File: config.mk
export PLATFORM = sky130hd
export DESIGN_NAME = rrf_alloc_ctrl
export DESIGN_NICKNAME = d
export VERILOG_FILES = /design/src/rtl/rrf_alloc_ctrl.sv
export SDC_FILE = /design/constraint.sdc
export NUM_CORES = 1
export LEC_CHECK = 0
export ABC_AREA = 1
export ABC_CLOCK_PERIOD_IN_PS = 6400
export CAP_MARGIN = 5
export CELL_PAD_IN_SITES_DETAIL_PLACEMENT = 1
export CELL_PAD_IN_SITES_GLOBAL_PLACEMENT = 2
export CORE_ASPECT_RATIO = 0.75
export CORE_UTILIZATION = 35
export DETAILED_ROUTE_END_ITERATION = 8
export PLACE_DENSITY_LB_ADDON = 0.08
export SYNTH_ARGS = -nofsm -noshare
export SYNTH_HDL_FRONTEND = slang
export SYNTH_SLANG_ARGS = --single-unit
File: constraint.sdc
create_clock -name clk -period 6.4 [get_ports clk]
set_clock_uncertainty 0.05 [all_clocks]
set_input_delay 1.28 -clock clk [delete_from_list [all_inputs] [get_ports clk]]
set_output_delay 1.28 -clock clk [all_outputs]
set_load 0.01 [all_outputs]
File: src/rtl/rrf_alloc_ctrl.sv
`default_nettype none
// ============================================================================
// Module   : rrf_alloc_ctrl
// Purpose  : Free-list controller for the rename register file. Grants up to
//            two RRF tags per cycle to decode slots A/B and accepts up to two
//            retired tags per cycle. It rebuilds its own free list after
//            reset or flush, one entry per cycle.
// Ports    : clk, rst (sync, active-high), flush
//            map_en_A/B  -> tagA/B, errorA/B   (same-cycle grant)
//            free_en_A/B, free_tag_A/B         (retire returns)
//            ready, free_count, overflow_err (sticky)
//            stall_cnt (only when RRF_STALL_CNT_EN is defined)
// Options  : RRF_STALL_CNT_EN - adds a saturating 32-bit stall counter
// Revision : 1.0 - initial release
// ============================================================================
module rrf_alloc_ctrl #(
  parameter int RRF_DEPTH = 16,
  parameter int TAG_W     = 4
) (
  input  logic             clk,
  input  logic             rst,
  input  logic             flush,
  input  logic             map_en_A,
  input  logic             map_en_B,
  output logic [TAG_W-1:0] tagA,
  output logic [TAG_W-1:0] tagB,
  output logic             errorA,
  output logic             errorB,
  input  logic             free_en_A,
  input  logic             free_en_B,
  input  logic [TAG_W-1:0] free_tag_A,
  input  logic [TAG_W-1:0] free_tag_B,
  output logic             ready,
  output logic [TAG_W:0]   free_count,
  output logic             overflow_err
`ifdef RRF_STALL_CNT_EN
  ,
  output logic [31:0]      stall_cnt
`endif
);

  typedef enum logic [0:0] {
    ST_INIT = 1'b0,
    ST_RUN  = 1'b1
  } state_t;

  localparam logic [TAG_W:0]   c_DEPTH = (TAG_W+1)'(RRF_DEPTH);
  localparam logic [TAG_W-1:0] c_LAST  = TAG_W'(RRF_DEPTH - 1);

  state_t           r_state;
  logic [TAG_W-1:0] r_fl [RRF_DEPTH];
  logic [TAG_W-1:0] r_idx;
  logic [TAG_W-1:0] r_head;
  logic [TAG_W-1:0] r_tail;
  logic [TAG_W:0]   r_count;

  logic             w_active;
  logic [TAG_W:0]   w_need_b;
  logic             w_grant_a;
  logic             w_grant_b;
  logic [TAG_W-1:0] w_head_b;
  logic [1:0]       w_n_grant;
  logic [TAG_W:0]   w_cnt_pop;
  logic             w_acc_a;
  logic             w_acc_b;
  logic [1:0]       w_n_acc;
  logic [TAG_W-1:0] w_tail_b;
  logic             w_drop;

  // Grants are combinational from registered state; a flush cycle behaves
  // like INIT so nothing is handed out that the flush would discard.
  always_comb begin
    w_active  = (r_state == ST_RUN) && !flush;
    w_need_b  = map_en_A ? (TAG_W+1)'(2) : (TAG_W+1)'(1);
    w_grant_a = w_active && map_en_A && (r_count != '0);
    errorA    = map_en_A && !w_grant_a;
    // B never overtakes a stalled A (program order).
    w_grant_b = w_active && map_en_B && !errorA && (r_count >= w_need_b);
    errorB    = map_en_B && !w_grant_b;
    w_head_b  = r_head + TAG_W'(map_en_A);
    tagA      = w_grant_a ? r_fl[r_head]   : '0;
    tagB      = w_grant_b ? r_fl[w_head_b] : '0;
    w_n_grant = {1'b0, w_grant_a} + {1'b0, w_grant_b};
    // Overflow is judged after this cycle's pops, A before B.
    w_cnt_pop = r_count - (TAG_W+1)'(w_n_grant);
    w_acc_a   = w_active && free_en_A && (w_cnt_pop < c_DEPTH);
    w_acc_b   = w_active && free_en_B &&
                ((w_cnt_pop + (TAG_W+1)'(w_acc_a)) < c_DEPTH);
    w_n_acc   = {1'b0, w_acc_a} + {1'b0, w_acc_b};
    w_tail_b  = r_tail + TAG_W'(w_acc_a);
    w_drop    = w_active && ((free_en_A && !w_acc_a) || (free_en_B && !w_acc_b));
  end

  always_ff @(posedge clk) begin
    if (rst) begin
      r_state      <= ST_INIT;
      r_idx        <= '0;
      r_head       <= '0;
      r_tail       <= '0;
      r_count      <= '0;
      ready        <= 1'b0;
      overflow_err <= 1'b0;
    end else if (flush) begin
      r_state <= ST_INIT;
      r_idx   <= '0;
      r_head  <= '0;
      r_tail  <= '0;
      r_count <= '0;
      ready   <= 1'b0;
    end else begin
      case (r_state)
        ST_INIT: begin
          r_fl[r_idx] <= r_idx;
          if (r_idx == c_LAST) begin
            r_state <= ST_RUN;
            r_head  <= '0;
            r_tail  <= '0;
            r_count <= c_DEPTH;
            ready   <= 1'b1;
          end else begin
            r_idx <= r_idx + 1'b1;
          end
        end
        ST_RUN: begin
          // Pushes only touch the tail, so they never collide with pops.
          if (w_acc_a) r_fl[r_tail]   <= free_tag_A;
          if (w_acc_b) r_fl[w_tail_b] <= free_tag_B;
          r_head  <= r_head + TAG_W'(w_n_grant);
          r_tail  <= r_tail + TAG_W'(w_n_acc);
          r_count <= w_cnt_pop + (TAG_W+1)'(w_n_acc);
          if (w_drop) overflow_err <= 1'b1;
        end
        default: begin
          r_state <= ST_INIT;
          r_idx   <= '0;
        end
      endcase
    end
  end

  assign free_count = r_count;

`ifdef RRF_STALL_CNT_EN
  // Only RUN-state stalls count; flush leaves the history intact.
  always_ff @(posedge clk) begin
    if (rst) begin
      stall_cnt <= '0;
    end else if ((r_state == ST_RUN) && (errorA || errorB) &&
                 (stall_cnt != 32'hFFFF_FFFF)) begin
      stall_cnt <= stall_cnt + 32'd1;
    end
  end
`endif

endmodule
`default_nettype wire

* Yosys cells after proc, flatten, opt, wreduce, memory -nomap -nowiden
Memory sizes are Yosys's and may differ from the RTL's. A register that Yosys moved wholly into a read port is not among the register bits.
Cells that the tools add are included.
** Cells by class
- $add $sub $neg :: 10
- Order comparisons :: 3
- Equal/unequal tests :: 2
- Mux-type cells :: 29
- Bitwise gates (word level) :: 3
- Reductions and logical operators :: 28
** Operators with widths (count)
- $mux W4 :: 7
- $mux W1 :: 17
- $pmux W4 S2 :: 2
- $logic_and A1 B1 Y1 :: 15
- $lt A5 B5 Y1 const B :: 2
- $pmux W5 S2 :: 1
- $add A4 B1 Y4 :: 2
- $add A4 B2 Y4 :: 2
- $logic_not A1 Y1 :: 6
- $add A5 B1 Y5 :: 1
- $add A5 B2 Y5 :: 1
- $ge A5 B2 Y1 :: 1
- $mux W5 :: 1
- $reduce_bool A5 Y1 :: 1
- $sub A5 B2 Y5 :: 1
- $add A1 B1 Y2 :: 2
- $add A4 B1 Y4 const B :: 1
- $eq A4 B4 Y1 const B :: 1
- $reduce_and A2 Y1 :: 2
- $reduce_or A4 Y1 :: 1
- $not A1 Y1 :: 3
- $reduce_and A3 Y1 :: 1
- $mux W2 :: 1
- $ne A2 B2 Y1 const B :: 1
- other kinds (2) :: 2
** Storage, ports and cells
- Bits in registers :: 20
- Bits in writable memories :: 64
- Input port bits :: 15
- Output and inout bits :: 17
- Word-level logic and storage cells :: 83
- Memories :: 1
** Memory list
- r_fl :: depth 16, width 4, rd ports 2, clocked after memory_dff 1, write ports 2, RTL line 51 : logic [TAG_W-1:0] r_fl [RRF_DEPTH];

* Longest topological paths before layout
- Depth in word-level cells :: 21
- Mapped depth :: 26

* Worst setup path before layout
OpenSTA, ideal clock, no wires.
- Path type :: input to register
- From :: in map_en_A
- To :: mem r_fl[1][0] (enable)
- Arrival time :: 4.634 ns
- Data required time :: 6.042 ns
- Setup slack :: 1.408 ns
- Cell stages on the path :: 19
- Path buffers :: 0
- Cell sequence :: inv_1 > ha_1 > a21boi_0 > nor4_1 > nor3_2 > ha_1 > ha_1 > inv_1 > fa_1 > nand3b_2 > nand3_1 > inv_2 > ha_1 > ha_1 > nor2_1 > inv_1 > nor2_1 > nand2_1 > nand2_1
** RTL lines
- start, declared :: RTL line 23 : input logic map_en_A,
- end, declared :: RTL line 51

==> results.md <==
* Worst-path maximum fanout at 9
* Synth area leader: edfxtp_1
* Netlist cell types at 42
* Worst rel slew slack at 42.77%
* Clock Path Buffers at 2
* Most frequent cell after synthesis: nand2_1
* Syn. warnings at 0
* # clock sinks at 88
* Clock Power Share at 44.3%
* Worst Path Arrival at 5.67 ns
* Sw frac at 23.07%
* Grt total ovfl at 0
* Starting Density at 36.07%
* Worst setup EP type: flop
* Post-DRT Antenna Nets at 0
* Sequential share of power at 50.1%
* Final setup fails at 0
* Fmax at 0.1763 GHz
* CP Data Required Time at 6.39 ns
* Die Footprint at 0.01713 mm^2
* Net load switching power at 0.2814 mW
* Dominant synthesized flop cell: edfxtp_1
* Largest net degree at the start of global routing at 44
* Post-synth top cells: nand2_1 (210), o21ai_0 (109), nor2_1 (75)
* Slew Limit Fails at 0
* Area share of the largest cell type after synthesis at 33.06%
* Syn Nets at 825
* Post-synth EDFFs at 64
* GRT Total Usage at 25.87%
* Pint at 0.9384 mW
* Final nets at 841
* Final GP Congestion at 0.8548
* DR vias at 5554
* Vias in the first global route at 5524
* Least-Margin Pin Slew at 0.8564 ns
* First-pass GRT wire length at 32540 um
* Routed wire length at 20810 um
* Die extent in x at 150.8 um
* Post-CTS Setup Bufs at 0
* Design area at 0.006588 mm^2
* Clock Tree Root: clkbuf_16
* Clk_lat worst skew at 0.34 ns
* Mapped cell area at 0.005813 mm^2
* Ys async rst share at 0%
* CTS Buf Count at 9
* Syn Area/Cell at 7.358 um^2
* Seq/Total Area, Yosys at 41.33%
* Hold-fix buffers, CTS at 0
* Post-DP Area at 0.006282 mm^2
* # port buffers at 31
* H-tree levels at 3
* Largest cells by area after synthesis: edfxtp_1 (33%), nand2_1 (14%), o21ai_0 (9.4%)
* DRC errors left at 0
* Max-cap violation count at 0
* Share of cells above drive strength 1 at 5.919%
* Die Y at 113.6 um
* Worst Hold Class: flop to flop
* Pwr dens at 185.2 mW/mm^2
* Fin cells at 1021
* Via/cell ratio at 5.440
* P&R area growth vs syn at 13.32%
* Final Total Pwr at 1.220 mW
* RSZ-0062 raised after global routing: no
* Antenna diodes at 0
* Final period util at 88.63%
* Core area at 0.01612 mm^2
* Post-synthesis cell count at 790
* # rows at 40
* Status: complete, no violations
* Maximum vdd drop at 0.1112 mV
* DR iter-0 viols at 474
* Post-cts gate resize count at 0
* Final Critical Period at 5.672 ns
* Post-DP HPWL at 15940 um
* Combinational fraction of design power at 5.5%
* Fin. Hold Viols at 0
* I/O pin cnt at 32
* CTS tree: done
* Leak at 2.635 nW
* CP Launch Type: input port
* Kind of critical path: input port to flop
* Initial antenna violation count at 0
* Initial DRT Pass Iterations at 5
* Placed cell count at 1005
* Wire per inst at 20.38 um
* #FFs+latches synth at 88
* Fin Setup TNS at 0 ns
* CTS clk-pin slew, worst paths at 0.07 ns
-- metal layers --
metal | part of all wire, % | vias up | track usage [%]
met3 | 6.2 | 25 | 3.960
met5 | 0 | - | 0
li1 | - | 2677 | -
met2 | 41 | 150 | 36.33
met4 | 1.3 | 0 | 5.133
met1 | 52 | 2702 | 41.15
-- layout by cell type, fill, tap and decap left out, types with 7 or more instances in the layout --
| master | synthesis | layout |
|---|---|---|
| inv_2 | 7 | 7 |
| clkbuf_16 | 0 | 9 |
| o21ai_1 | 17 | 17 |
| nor2_1 | 75 | 75 |
| dfxtp_1 | 24 | 24 |
| inv_1 | 69 | 69 |
| nand2_1 | 210 | 210 |
| nand3_1 | 37 | 37 |
| edfxtp_1 | 64 | 64 |
| clkdlybuf4s50_1 | 0 | 31 |
| o21ai_0 | 109 | 109 |
| ha_1 | 18 | 18 |
| buf_4 | 0 | 7 |
| a21oi_1 | 63 | 63 |
-- sequential cells by signal (all words and copies together) (netlist names), named ones only --
| name | count |
|---|---|
| free_count | 5 |
| ready | 1 |
| overflow_err | 1 |
| r_idx | 4 |
| r_fl | 64 |
| r_tail | 4 |
| r_head | 4 |
| r_state | 1 |
-- kinds of logic (layout without fill, tap and decap cells) --
| group | after synthesis | after routing | share of synthesized area (%) |
|---|---|---|---|
| AOI/OAI and AO/OA | 214 | 214 | 19.50 |
| xor gates and xnor gates | 10 | 10 | 1.507 |
| adders and majority gates | 20 | 20 | 4.563 |
| buffers and inverters | 111 | 132 | 7.727 |
| DFF | 88 | 88 | 41.33 |
| and+or+nand+nor | 347 | 347 | 25.38 |
-- through the flow --
stage | hold slack (ns) | utilization (%) | setup WS (ns)
2_1_floorplan | 0.4180 | - | 1.408
3_3_place_gp | 0.3846 | 38.98 | 0.5484
3_5_place_dp | 0.4041 | 38.98 | 0.3774
4_1_cts | 0.4182 | 40.88 | 0.7517
5_1_grt | 0.4283 | 40.88 | 0.3419
6_report | 0.4079 | 40.88 | 0.7279
-- critical path: stages --
cell and delay, ns:
clkdlybuf4s50_1 0.51, inv_1 0.09, ha_1 0.29, a21boi_0 0.12, nor4_1 0.26, nor3_2 0.08
ha_1 0.32, ha_1 0.16, inv_1 0.07, fa_1 0.46, nand3b_2 0.31, nand3_1 0.14
inv_2 0.07, ha_1 0.20, ha_1 0.35, nor2_1 0.27, inv_1 0.14, nor2_1 0.12
nand2_1 0.18, nand2_1 0.26
-- layout make-up --
class,instances,area [um^2]
timing repair buffer,38,362.8
clock inverter,7,80.08
tap,210,262.8
fill,2035,9528
inverter,78,292.8
multi-input combinational,591,2962
clock buffer,9,225.2
sequential,88,2402
-- worst paths after layout --
| kind | end | depth (start not counted) | startpoint | slack (ns) |
|---|---|---|---|---|
| setup / recovery | r_fl[5][3] | 20 | map_en_A | 0.73 |
| hold / removal | ready | 2 | ready | 0.41 |
| setup reg to reg | r_fl[5][3] | 20 | r_state | 1.44 |
| hold reg to reg | ready | 2 | ready | 0.41 |
-- power by group through the flow --
stage / clock (mW) / combinational, mW / sequential, mW
after floorplan: 0 / 0.0376 / 0.623
after global routing: 0.569 / 0.0748 / 0.611
after CTS: 0.551 / 0.0677 / 0.611
after detailed placement: 0 / 0.0673 / 0.624
after global placement: 0 / 0.0655 / 0.624
final: 0.541 / 0.0675 / 0.611
Note: power is estimated with default switching activity, not from simulation.
